**src/rtl/ifu_pkg.sv**
```systemverilog
// Shared types for the instruction fetch unit: entry layout, FSM states and fetch step.
package ifu_pkg;

  localparam int IFU_PC_W   = 32;
  localparam int IFU_INST_W = 32;
  localparam int IFU_STEP   = IFU_INST_W / 8;

  typedef enum logic {
    RUN   = 1'b0,
    FAULT = 1'b1
  } ifu_state_e;

  typedef struct packed {
    logic [IFU_PC_W-1:0]   pc;
    logic [IFU_INST_W-1:0] inst;
    logic                  fault;
  } ifu_entry_t;

endpackage

```
**src/rtl/ifu_fetch_fifo.sv**
```systemverilog
// Synchronous FIFO of fetch entries with flush; serves as fetch buffer and in-flight PC queue.
module ifu_fetch_fifo
  import ifu_pkg::*;
#(
  parameter int DEPTH = 4
) (
  input  logic                   clk,
  input  logic                   rst,
  input  logic                   flush,
  input  logic                   push,
  input  ifu_entry_t             din,
  input  logic                   pop,
  output ifu_entry_t             head,
  output logic [$clog2(DEPTH):0] count,
  output logic                   full,
  output logic                   empty
);
  localparam int AW = $clog2(DEPTH);

  ifu_entry_t mem [DEPTH];
  logic [AW-1:0] wr_ptr, rd_ptr;
  logic do_push, do_pop;

  assign empty   = (count == '0);
  assign full    = (count == (AW+1)'(DEPTH));
  assign do_push = push && !full;
  assign do_pop  = pop && !empty;
  assign head    = mem[rd_ptr];

  // Storage is cleared on reset so an empty buffer presents an all-zero head.
  always_ff @(posedge clk) begin
    if (rst) begin
      wr_ptr <= '0;
      rd_ptr <= '0;
      count  <= '0;
      for (int i = 0; i < DEPTH; i++) mem[i] <= '0;
    end else if (flush) begin
      wr_ptr <= '0;
      rd_ptr <= '0;
      count  <= '0;
    end else begin
      if (do_push) begin
        mem[wr_ptr] <= din;
        wr_ptr      <= wr_ptr + AW'(1);
      end
      if (do_pop) rd_ptr <= rd_ptr + AW'(1);
      count <= count + (AW+1)'(do_push) - (AW+1)'(do_pop);
    end
  end

endmodule

```
**src/rtl/ifu_fetch.sv**
```systemverilog
// Instruction fetch unit: sequential PCs, credit-limited in-order fetch, buffered delivery, redirect flush.
// Define IFU_MISALIGN_CHK_EN to add the ifu_fault port and the FAULT state for misaligned redirects.
module ifu_fetch
  import ifu_pkg::*;
#(
  parameter int                  ADDR_WIDTH = 32,
  parameter int                  DATA_WIDTH = 32,
  parameter int                  PC_WIDTH   = 32,
  parameter int                  INST_WIDTH = 32,
  parameter logic [PC_WIDTH-1:0] RESET_PC   = '0,
  parameter int                  FIFO_DEPTH = 4
) (
  input  logic                  clk,
  input  logic                  rst,
  output logic                  ifu_req_addr_vld,
  output logic [ADDR_WIDTH-1:0] ifu_req_addr,
  input  logic                  ifu_req_rdy,
  input  logic                  ifu_req_data_vld,
  input  logic [DATA_WIDTH-1:0] ifu_req_data,
  output logic                  ifu_valid,
  input  logic                  ifu_ready,
  output logic [PC_WIDTH-1:0]   ifu_pc,
  output logic [INST_WIDTH-1:0] ifu_inst,
  input  logic                  ifu_redirect_vld,
  input  logic [PC_WIDTH-1:0]   ifu_redirect_pc
`ifdef IFU_MISALIGN_CHK_EN
  ,
  output logic                  ifu_fault
`endif
);
  localparam int                  STEP       = INST_WIDTH / 8;
  localparam int                  CW         = $clog2(FIFO_DEPTH + 1);
  localparam logic [PC_WIDTH-1:0] ALIGN_MASK = PC_WIDTH'(STEP - 1);

  ifu_state_e          state, state_n;
  logic [PC_WIDTH-1:0] fetch_pc, redirect_target;
  logic [CW-1:0]       outstanding, drop_cnt, buf_count, pcq_count;
  logic                req_fire, resp_keep, resp_drop, fault_push;
  ifu_entry_t          buf_head, buf_din, pcq_head, pcq_din;
  logic                buf_push, buf_full, buf_empty;
  logic                pcq_full, pcq_empty;
  logic                unused_bits;

  // Credits count both buffered and in-flight words so a response can never find the buffer full.
  assign ifu_req_addr_vld = !rst && (state == RUN) && !ifu_redirect_vld &&
                            (({1'b0, buf_count} + {1'b0, outstanding}) < (CW+1)'(FIFO_DEPTH));
  assign ifu_req_addr     = fetch_pc;
  assign req_fire         = ifu_req_addr_vld && ifu_req_rdy;
  assign resp_drop        = ifu_req_data_vld && (drop_cnt != '0);
  assign resp_keep        = ifu_req_data_vld && (drop_cnt == '0) && !ifu_redirect_vld;

`ifdef IFU_MISALIGN_CHK_EN
  logic fault_pending;
  assign redirect_target = ifu_redirect_pc;
  assign fault_push      = (state == FAULT) && fault_pending && !ifu_redirect_vld;
  assign ifu_fault       = buf_head.fault;
  assign unused_bits     = ^{pcq_head.inst, pcq_head.fault};
`else
  assign redirect_target = ifu_redirect_pc & ~ALIGN_MASK;
  assign fault_push      = 1'b0;
  assign unused_bits     = ^{pcq_head.inst, pcq_head.fault, buf_head.fault};
`endif

  always_comb begin
    buf_din.pc    = pcq_head.pc;
    buf_din.inst  = ifu_req_data;
    buf_din.fault = 1'b0;
    buf_push      = resp_keep;
    if (fault_push) begin
      buf_din.pc    = fetch_pc;
      buf_din.inst  = '0;
      buf_din.fault = 1'b1;
      buf_push      = 1'b1;
    end
  end

  always_comb begin
    pcq_din.pc    = fetch_pc;
    pcq_din.inst  = '0;
    pcq_din.fault = 1'b0;
  end

  ifu_fetch_fifo #(.DEPTH(FIFO_DEPTH)) u_buf (
    .clk(clk), .rst(rst), .flush(ifu_redirect_vld),
    .push(buf_push), .din(buf_din), .pop(ifu_valid && ifu_ready && !ifu_redirect_vld),
    .head(buf_head), .count(buf_count), .full(buf_full), .empty(buf_empty)
  );

  ifu_fetch_fifo #(.DEPTH(FIFO_DEPTH)) u_pcq (
    .clk(clk), .rst(rst), .flush(ifu_redirect_vld),
    .push(req_fire), .din(pcq_din), .pop(resp_keep),
    .head(pcq_head), .count(pcq_count), .full(pcq_full), .empty(pcq_empty)
  );

  assign ifu_valid = !buf_empty;
  assign ifu_pc    = buf_head.pc;
  assign ifu_inst  = buf_head.inst;

  always_ff @(posedge clk) begin
    if (rst) state <= RUN;
    else     state <= state_n;
  end

  always_comb begin
    state_n = state;
`ifdef IFU_MISALIGN_CHK_EN
    if (ifu_redirect_vld)
      state_n = ((ifu_redirect_pc & ALIGN_MASK) != '0) ? FAULT : RUN;
`else
    state_n = RUN;
`endif
  end

  // Responses already in flight at a redirect still arrive and must be swallowed.
  always_ff @(posedge clk) begin
    if (rst) begin
      fetch_pc    <= RESET_PC;
      outstanding <= '0;
      drop_cnt    <= '0;
    end else begin
      outstanding <= outstanding + CW'(req_fire) - CW'(ifu_req_data_vld);
      if (ifu_redirect_vld) begin
        fetch_pc <= redirect_target;
        drop_cnt <= outstanding - CW'(ifu_req_data_vld);
      end else begin
        if (req_fire)  fetch_pc <= fetch_pc + PC_WIDTH'(STEP);
        if (resp_drop) drop_cnt <= drop_cnt - CW'(1);
      end
    end
  end

`ifdef IFU_MISALIGN_CHK_EN
  always_ff @(posedge clk) begin
    if (rst)                   fault_pending <= 1'b0;
    else if (ifu_redirect_vld) fault_pending <= ((ifu_redirect_pc & ALIGN_MASK) != '0);
    else if (fault_push)       fault_pending <= 1'b0;
  end
`endif

  always_ff @(posedge clk) begin
    if (!rst) begin
      assert (!(buf_push && buf_full));
      assert (!(ifu_req_data_vld && (outstanding == '0)));
      assert (!(req_fire && pcq_full));
      assert (!(resp_keep && pcq_empty));
      assert ((pcq_count + drop_cnt) == outstanding);
    end
  end

endmodule

```
**config.mk**
```make
export PLATFORM = sky130hd
export DESIGN_NAME = ifu_fetch
export DESIGN_NICKNAME = d
export VERILOG_FILES = /design/src/rtl/ifu_pkg.sv /design/src/rtl/ifu_fetch_fifo.sv /design/src/rtl/ifu_fetch.sv
export SDC_FILE = /design/constraint.sdc
export NUM_CORES = 1
export LEC_CHECK = 0
export CORE_AREA = 3 3 154 231
export DETAILED_ROUTE_END_ITERATION = 10
export DIE_AREA = 0 0 157 234
export GPL_TIMING_DRIVEN = 0
export PLACE_DENSITY_LB_ADDON = 0.2
export SKIP_CTS_REPAIR_TIMING = 1
export SLEW_MARGIN = 0
export SYNTH_ARGS = -nofsm -noshare
export SYNTH_HDL_FRONTEND = slang
export SYNTH_SLANG_ARGS = --single-unit
```
**constraint.sdc**
```tcl
create_clock -name clk -period 19.7 [get_ports clk]
set_input_delay 5.91 -clock clk [delete_from_list [all_inputs] [get_ports clk]]
set_output_delay 5.91 -clock clk [all_outputs]
set_load 0.03 [all_outputs]
```
# Word level (Yosys, flattened, before mapping)
# Memories as Yosys holds them, arrays and structs flattened. A register that Yosys moved wholly into a read port is not among the register bits.
# Index checks and enable logic that the tools add are counted.
# word_totals
ff_bits	52
latch_bits	0
ramBits	384
romBits	0
wordCells	80
mem_count	2
# classes
addsub	14
mul	0
div	0
magnitude_cmp	1
n_eq_ne	2
shifts	0
mux	24
bitwise_logic	0
n_reduce_logical	27
# memory_table
memory	words	width	read_ports	rd_clocked_by_memory_dff	write_ports	line	source
u_buf.mem	4	64	1	1	4	ifu_fetch_fifo.sv:20	ifu_entry_t mem [DEPTH];
u_pcq.mem	4	32	1	1	4	ifu_fetch_fifo.sv:20	
# ops
cell	count
32-bit two-way mux	3
64-bit two-way mux	1
64-bit OR reduction	1
32-bit by 3-bit adder with 32-bit output (second input constant)	1
32-bit OR reduction	1
1-bit logical AND	12
1-bit two-way mux	12
2-bit two-way mux	6
3-bit by 1-bit subtractor with 3-bit output	4
3-bit by 1-bit adder with 3-bit output	3
3-bit logical NOT	3
2-bit by 1-bit adder with 2-bit output (second input constant)	4
3-bit equality test (second input constant)	2
1-bit logical NOT	6
3-bit two-way mux	2
3-bit by 3-bit adder with 4-bit output	1
4-bit by 3-bit < comparator with 1-bit output (second input constant)	1
2-bit nonzero test	2
3-bit nonzero test	1
3-bit by 1-bit subtractor with 3-bit output (second input constant)	1
2-bit OR reduction	1

# Longest topological paths before layout
# Gate-level depths: netlist of run 1.
# logic_depth
depth_word	11
mapped_depth	12

# Modules after synthesis
# Synthesis of run 1 repeated with hierarchy kept, for this count alone.
# unflattened
cells_unflattened	1643
area_unflattened_um2	25514.5
# modules_own_cells
mod	n_inst	cells_each	area_each_um2	seq_area_each_um2
ifu_fetch_fifo	2	679	11668.7	7987.7
ifu_fetch	1	285	2177.1	720.7

# Worst setup path before layout of run 1
# Ideal clock, no wire load.
# synth_timing
kind	input to output
start	in ifu_redirect_vld
end	out ifu_req_addr_vld
arrival_time_ps	7215
slack_ps	6575
path_stages	5
path_cell_list	buf_6 inv_1 clkbuf_1 nand2_1 nor3_1
# synth_between
elab_chain_len	3
# synth_rtl
element	line	source
start, declared	ifu_fetch.sv:24	input logic ifu_redirect_vld,
1-bit logical NOT	ifu_fetch.sv:45	assign ifu_req_addr_vld = !rst && (state == RUN) && !ifu_redirect_vld &&
1-bit logical AND (2 in series)	ifu_fetch.sv:45	
end, declared	ifu_fetch.sv:15	output logic ifu_req_addr_vld,
# Every way passes these cells.

# Worst setup path after layout of run 1
# Same ends and word-level chain as after synthesis.

==> results of run 1 <==
## through the flow
step	instances	power, mW	hold slack (ns)	utilization [%]	instance area (sq um)
floorplan	1334	1.17	0.485	-	18400
global placement	1914	1.26	0.503	61.3	20600
detailed placement	1924	1.27	0.522	62.2	20900
CTS	1997	1.98	0.545	65.8	22100
global route	1997	2.03	0.590	65.8	22100
finish	1997	1.97	0.545	65.8	22100
## cells in the final DEF (no fill, tap or decap), types with 14 or more instances in the layout
cell type and instances:
edfxtp_1 368, nor2_1 194, clkdlybuf4s50_1 160, and2_1 118
nand2_1 107, mux4_2 92, inv_1 84, clkbuf_1 81
dfxtp_1 54, clkbuf_16 42, and3_1 35, a21oi_1 17
buf_1 16, nor3_1 14, nand4_1 14
## final cells by class
class | count | area [sq um]
clock inverters | 10 | 50.0
plain buffers | 91 | 382
inverters | 85 | 319
repair buffers | 170 | 1850
fillers | 2436 | 11500
well taps | 420 | 526
flip-flops and latches | 422 | 12100
multi-input cells | 736 | 5660
clock buffers | 63 | 1160
## routing by layer
layer,vias up,track usage (%),share of wire [%]
met5,-,0,0
met4,0,10.8,4.3
met3,100,3.34,5.5
met2,415,41.1,53
met1,5502,26.3,37
li1,5225,-,-
## worst paths after layout
path | start | end | slack, ns | depth (start not counted)
hold / removal | u_pcq.rd_ptr[1]$_SDFFE_PP0P_ | u_pcq.rd_ptr[1]$_SDFFE_PP0P_ | 0.54 | 2
hold reg to reg | u_pcq.rd_ptr[1]$_SDFFE_PP0P_ | u_pcq.rd_ptr[1]$_SDFFE_PP0P_ | 0.54 | 2
setup / recovery | ifu_redirect_vld | ifu_req_addr_vld | 5.76 | 6
setup reg to reg | drop_cnt[0]$_SDFFE_PP0P_ | u_buf.mem[2][48]$_SDFFCE_PN0P_ | 16.08 | 10
## flip-flops by register name, summed over array words and instances (netlist names), named ones only
| name | flops |
|---|---|
| drop_cnt | 3 |
| u_buf.wr_ptr | 2 |
| u_buf.mem | 248 |
| u_pcq.rd_ptr | 2 |
| u_buf.rd_ptr | 2 |
| u_pcq.count | 3 |
| u_pcq.mem | 120 |
| ifu_req_addr | 30 |
| u_buf.count | 3 |
| u_pcq.wr_ptr | 2 |
| outstanding | 3 |
## power by group through the flow
| stage | sequential [mW] | combinational (mW) | clock, mW |
|---|---|---|---|
| 2_1_floorplan | 1.06 | 0.113 | 0 |
| 3_3_place_gp | 1.06 | 0.197 | 0 |
| 3_5_place_dp | 1.06 | 0.207 | 0 |
| 4_1_cts | 1.04 | 0.208 | 0.737 |
| 5_1_grt | 1.04 | 0.220 | 0.770 |
| 6_report | 1.04 | 0.205 | 0.726 |
## logic make-up (layout without fill, tap and decap cells)
family | Yosys count | in the layout | synth area share (%)
AOI/OAI and AO/OA | 70 | 70 | 2.45
adders and majority gates | 16 | 16 | 1.21
DFF | 422 | 422 | 65.9
buffers and inverters | 176 | 419 | 3.80
other | 1 | 4 | 0.0204
and+or+nand+nor | 527 | 527 | 14.1
muxes | 98 | 98 | 11.6
xor gates and xnor gates | 21 | 21 | 0.998
## synth_stat cells, types with 3 or more instances
cell type / count / share of area [%]
a211oi_1: 5 / 0.20
a21oi_1: 17 / 0.46
a31oi_1: 12 / 0.41
a41oi_1: 3 / 0.14
and2_1: 118 / 4.0
and3_1: 35 / 1.2
and4_1: 3 / 0.14
buf_1: 16 / 0.33
buf_2: 5 / 0.14
buf_4: 5 / 0.20
clkbuf_1: 63 / 1.3
dfxtp_1: 54 / 5.9
edfxtp_1: 368 / 60
fa_1: 3 / 0.33
ha_1: 13 / 0.88
inv_1: 84 / 1.7
mux2_1: 5 / 0.31
mux4_2: 92 / 11
nand2_1: 109 / 2.2
nand3_1: 9 / 0.24
nand4_1: 14 / 0.48
nor2_1: 194 / 4.0
nor3_1: 14 / 0.38
nor4_1: 4 / 0.14
o211ai_1: 4 / 0.16
o21ai_0: 11 / 0.30
o21ai_1: 4 / 0.11
or2_2: 3 / 0.10
or3_1: 7 / 0.24
xnor2_1: 13 / 0.62
xor2_1: 8 / 0.38
## worst max-delay path: stages
cell	delay, ns
buf_6	0.12
inv_1	0.15
clkbuf_1	0.53
nand2_1	0.36
nor3_1	0.26
clkdlybuf4s50_1	0.71
==> impl_metrics.ini, run 1 <==
[synth]
netlist_instances = 1331
syn_avg_cell_area_sq_um = 13.8
synth_edf_count = 368
yosysSeqAreaShare_pct = 65.9
synthArstFlopShare_pct = 0
syn_area_sq_um = 18400
synth_warnings = 0
ys_ff_latch = 422
ys_types = 59
ys.flop_type = edfxtp_1

[sta]
fin_tns_setup_ns = 0
drv_slew = 0
rsz0062_at_grt = false
fin_crit_sh_pct = 70.8
max_freq_mhz = 71.7
finClkSkew_ns = 0.0156
worst_pin_slew_ns = 1.13
slew_headroom_pct = 24.6
hold_viol_final = 0
finalSetupViolations = 0
period_needed_ns = 13.94
setup_ws_ns = 5.76

[pwr]
max-vdd-ir-drop_v = 0.0000530
pwr-share-clk_pct = 36.8
combPwrFrac_pct = 10.4
sw_frac_of_total_pct = 23.4
p_leak_nw = 8.24
p_sw_mw = 0.462
power_density_nw_per_um2 = 89.3
seqPwrFrac_pct = 52.7
internal_power_mw = 1.51

[setup_path]
path_max_fanout = 10
crit_path_end_kind = output port
crit_type = in -> out
critPathArrivalTime_ns = 8.03
crit_required_ns = 13.79
critPathLaunchType = input pin

[grt]
grt_usage_pct = 22.7
antenna_found_initial = 0
grt_pass1_vias = 12000
globalRouteOverflowTotal = 0
grt_max_degree = 43
grt_pass1_wl_mm = 63.8

[clock_network]
cts_buffer_depth = 3
htree_levels = 2
cts_made_buffers = 41
clockRootBuffer = clkbuf_16
clk-insertion-delay-late_ns = 0.54
cts_tree = done
cts_num_sinks = 422
clkTransAtPathRegs_ns = 0.06

[floorplan]
die_x_microns = 157
start_util_pct = 54.9
pin_count = 168
row_count = 82
die-height_microns = 234
dieArea_sq_um = 36700
coreArea_sq_um = 33500

[placed_design]
port_buffers = 160
post-place-ws_ns = 5.82
dp_hpwl_mm = 27.5
gp_congestion = 0.928

[route]
drc_errors = 0
initialDrtViolationCount = 720
vias = 11200
dr.pass1.iters = 4
via_per_inst = 5.63
routed_wl_mm = 41.1
wl_per_cell_microns = 20.6
ant_nets = 0

[finish]
layout-drive-gt1-share_pct = 11.8
diodes = 0
syn_to_final_growth_pct = 19.8
num-nets-final = 1633

[flow_run]
drv_cap = 0

[worst_hold_path]
hp-class = reg -> reg

[status]
status = finished clean
Power figures use the tool's default switching activity.
==> run 2: changes to the inputs <==
- CORE_AREA: 3 3 154 231 -> 3 3 158 237
- DIE_AREA: 0 0 157 234 -> 0 0 161 240
- clock period: 19.7 -> 11.6 ns (I/O delays scaled with it)
==> impl_metrics.ini, run 2 (same netlist as run 1, synthesis figures left out) <==
[clock_network]
clockRootBuffer = clkbuf_16
cts_num_sinks = 422
clk-insertion-delay-late_ns = 0.54
cts_made_buffers = 41
clkTransAtPathRegs_ns = 0.06
cts_buffer_depth = 3
htree_levels = 2
cts_tree = done

[floorplan]
die_x_microns = 161
dieArea_sq_um = 38600
row_count = 85
die-height_microns = 240
coreArea_sq_um = 35700
start_util_pct = 51.6
pin_count = 168

[placed_design]
dp_hpwl_mm = 27.9
dp.cells = 1982
port_buffers = 160
gp_congestion = 0.844

[sta]
finClkSkew_ns = 0.0210
slew_headroom_pct = 29.8
worst_pin_slew_ns = 1.05
finalSetupViolations = 0
hold_viol_final = 0
max_freq_mhz = 111
drv_slew = 0
period_needed_ns = 9.01
fin_crit_sh_pct = 77.7
rsz0062_at_grt = false

[route]
drc_errors = 0
routed_wl_mm = 41.8
wl_per_cell_microns = 20.3
route.met3.wl_mm = 2.15
highest_layer = met4
via_per_inst = 5.48
initialDrtViolationCount = 731
met1_length_mm = 15.4
ant_nets = 0
dr.pass1.iters = 5
vias = 11300
dr_wl_met2_mm = 23.0

[worst_hold_path]
hold_start = u_pcq.rd_ptr[1]$_SDFFE_PP0P_
worstHoldPathCells = 2
hp-class = reg -> reg

[finish]
syn_to_final_growth_pct = 21.2
largest_reg_flops = 248
num-nets-final = 1633
final_cell_count_no_fill = 2057
final_cell_mix = edfxtp_1, nor2_1, clkdlybuf4s50_1
regMostFlops = u_buf.mem
layout-drive-gt1-share_pct = 12.4
layout_commonest_cell = edfxtp_1
fin_util_pct = 62.5
diodes = 0

[grt]
grt_pass1_vias = 11800
grt_pass1_wl_mm = 65.1
antenna_found_initial = 0
grt_max_degree = 58
globalRouteOverflowTotal = 0
grt_usage_pct = 21.9

[setup_path]
r2r_start = u_buf.count[2]$_SDFF_PP0_
path_cells = clkdlybuf4s50_1 > clkbuf_1 > inv_1 > nand2_1 > nor3_1 > clkdlybuf4s50_1
crit_path_end_kind = output port
critPathArrivalTime_ns = 5.53
crit_required_ns = 8.12
reg2reg_setup_slack_ns = 7.92
r2r_end = u_pcq.count[2]$_SDFF_PP0_
slowest_stage = clkdlybuf4s50_1
cpMostUsedCell = clkdlybuf4s50_1
crit_type = in -> out
r2r_cells = 11
critPathLaunchType = input pin
path_max_fanout = 10
critical-path-max-stage-delay_ns = 0.62

[status]
status = finished clean

[pwr]
max-vdd-ir-drop_v = 0.0000896
p_leak_nw = 8.33
power_density_nw_per_um2 = 156

[flow_run]
drv_cap = 0
==> run 2: how the worst max path moves through the flow <==
stage | end | depth (start not counted) | start | slack (ns)
2_1_floorplan | u_buf.mem[1][0]$_SDFFCE_PN0P_ | 5 | ifu_redirect_vld | 2.39
3_3_place_gp | u_buf.mem[3][8]$_DFFE_PP_ | 5 | ifu_req_data_vld | -1.99
3_5_place_dp | ifu_req_addr_vld | 6 | rst | 2.59
4_1_cts | ifu_req_addr_vld | 6 | rst | 2.57
5_1_grt | ifu_req_addr_vld | 6 | rst | 2.44
6_report | ifu_req_addr_vld | 6 | rst | 2.59
==> run 2: through the flow <==
| step | setup WS [ns] | setup TNS (ns) | total power, mW | cell area, sq um | hold slack [ns] |
|---|---|---|---|---|---|
| 5_1_grt | 2.44 | 0 | 3.59 | 22300 | 0.570 |
| 4_1_cts | 2.57 | 0 | 3.51 | 22300 | 0.539 |
| 6_report | 2.59 | 0 | 3.48 | 22300 | 0.546 |
| 3_3_place_gp | -1.99 | -243.97 | 2.14 | 20600 | 0.501 |
| 2_1_floorplan | 2.39 | 0 | 1.99 | 18400 | 0.485 |
| 3_5_place_dp | 2.59 | 0 | 2.15 | 21000 | 0.515 |
==> run 2: metal layers <==
metal  global-route usage, %  vias to the layer above
li1                        -                     5234
met3                    2.95                       84
met5                       0                        -
met4                    7.62                        0
met1                    25.3                     5563
met2                    41.7                      393
==> run 2: worst max-delay path, delay by kind of cell <==
kind                   cells  cell delay, ns
buffers and inverters      4            1.71
and+or+nand+nor            2            0.33
==> run 2: cell type report <==
type                    instances  area, sq um
plain buffers                  91          382
clock buffers                  50         1070
clock inverters                25          289
fillers                      2769        13400
inverters                      85          319
multi-input cells             736         5660
flip-flops and latches        422        12100
well taps                     478          598
repair buffers                170         1870
==> run 2: power breakdown <==
group	switching, mW	total [mW]	internal, mW
Combinational	0.208	0.352	0.145
Sequential	0.0355	1.77	1.73
Clock	0.569	1.37	0.796
Total	0.812	3.48	2.67
==> run 3: changes to the inputs <==
- clock period: 11.6 -> 7.95 ns (I/O delays scaled with it)
==> results of run 3 <==
The final DEF is identical to that of run 2. Status: finished clean.
Among the figures that moved: setup slack after placement 2.59 ns -> 1.13 ns; setup slack after layout 2.59 ns -> 1.13 ns; register-to-register setup slack 7.92 ns -> 4.27 ns; total power 3.48 mW -> 5.08 mW; worst IR drop on VDD 0.0000896 V -> 0.000131 V
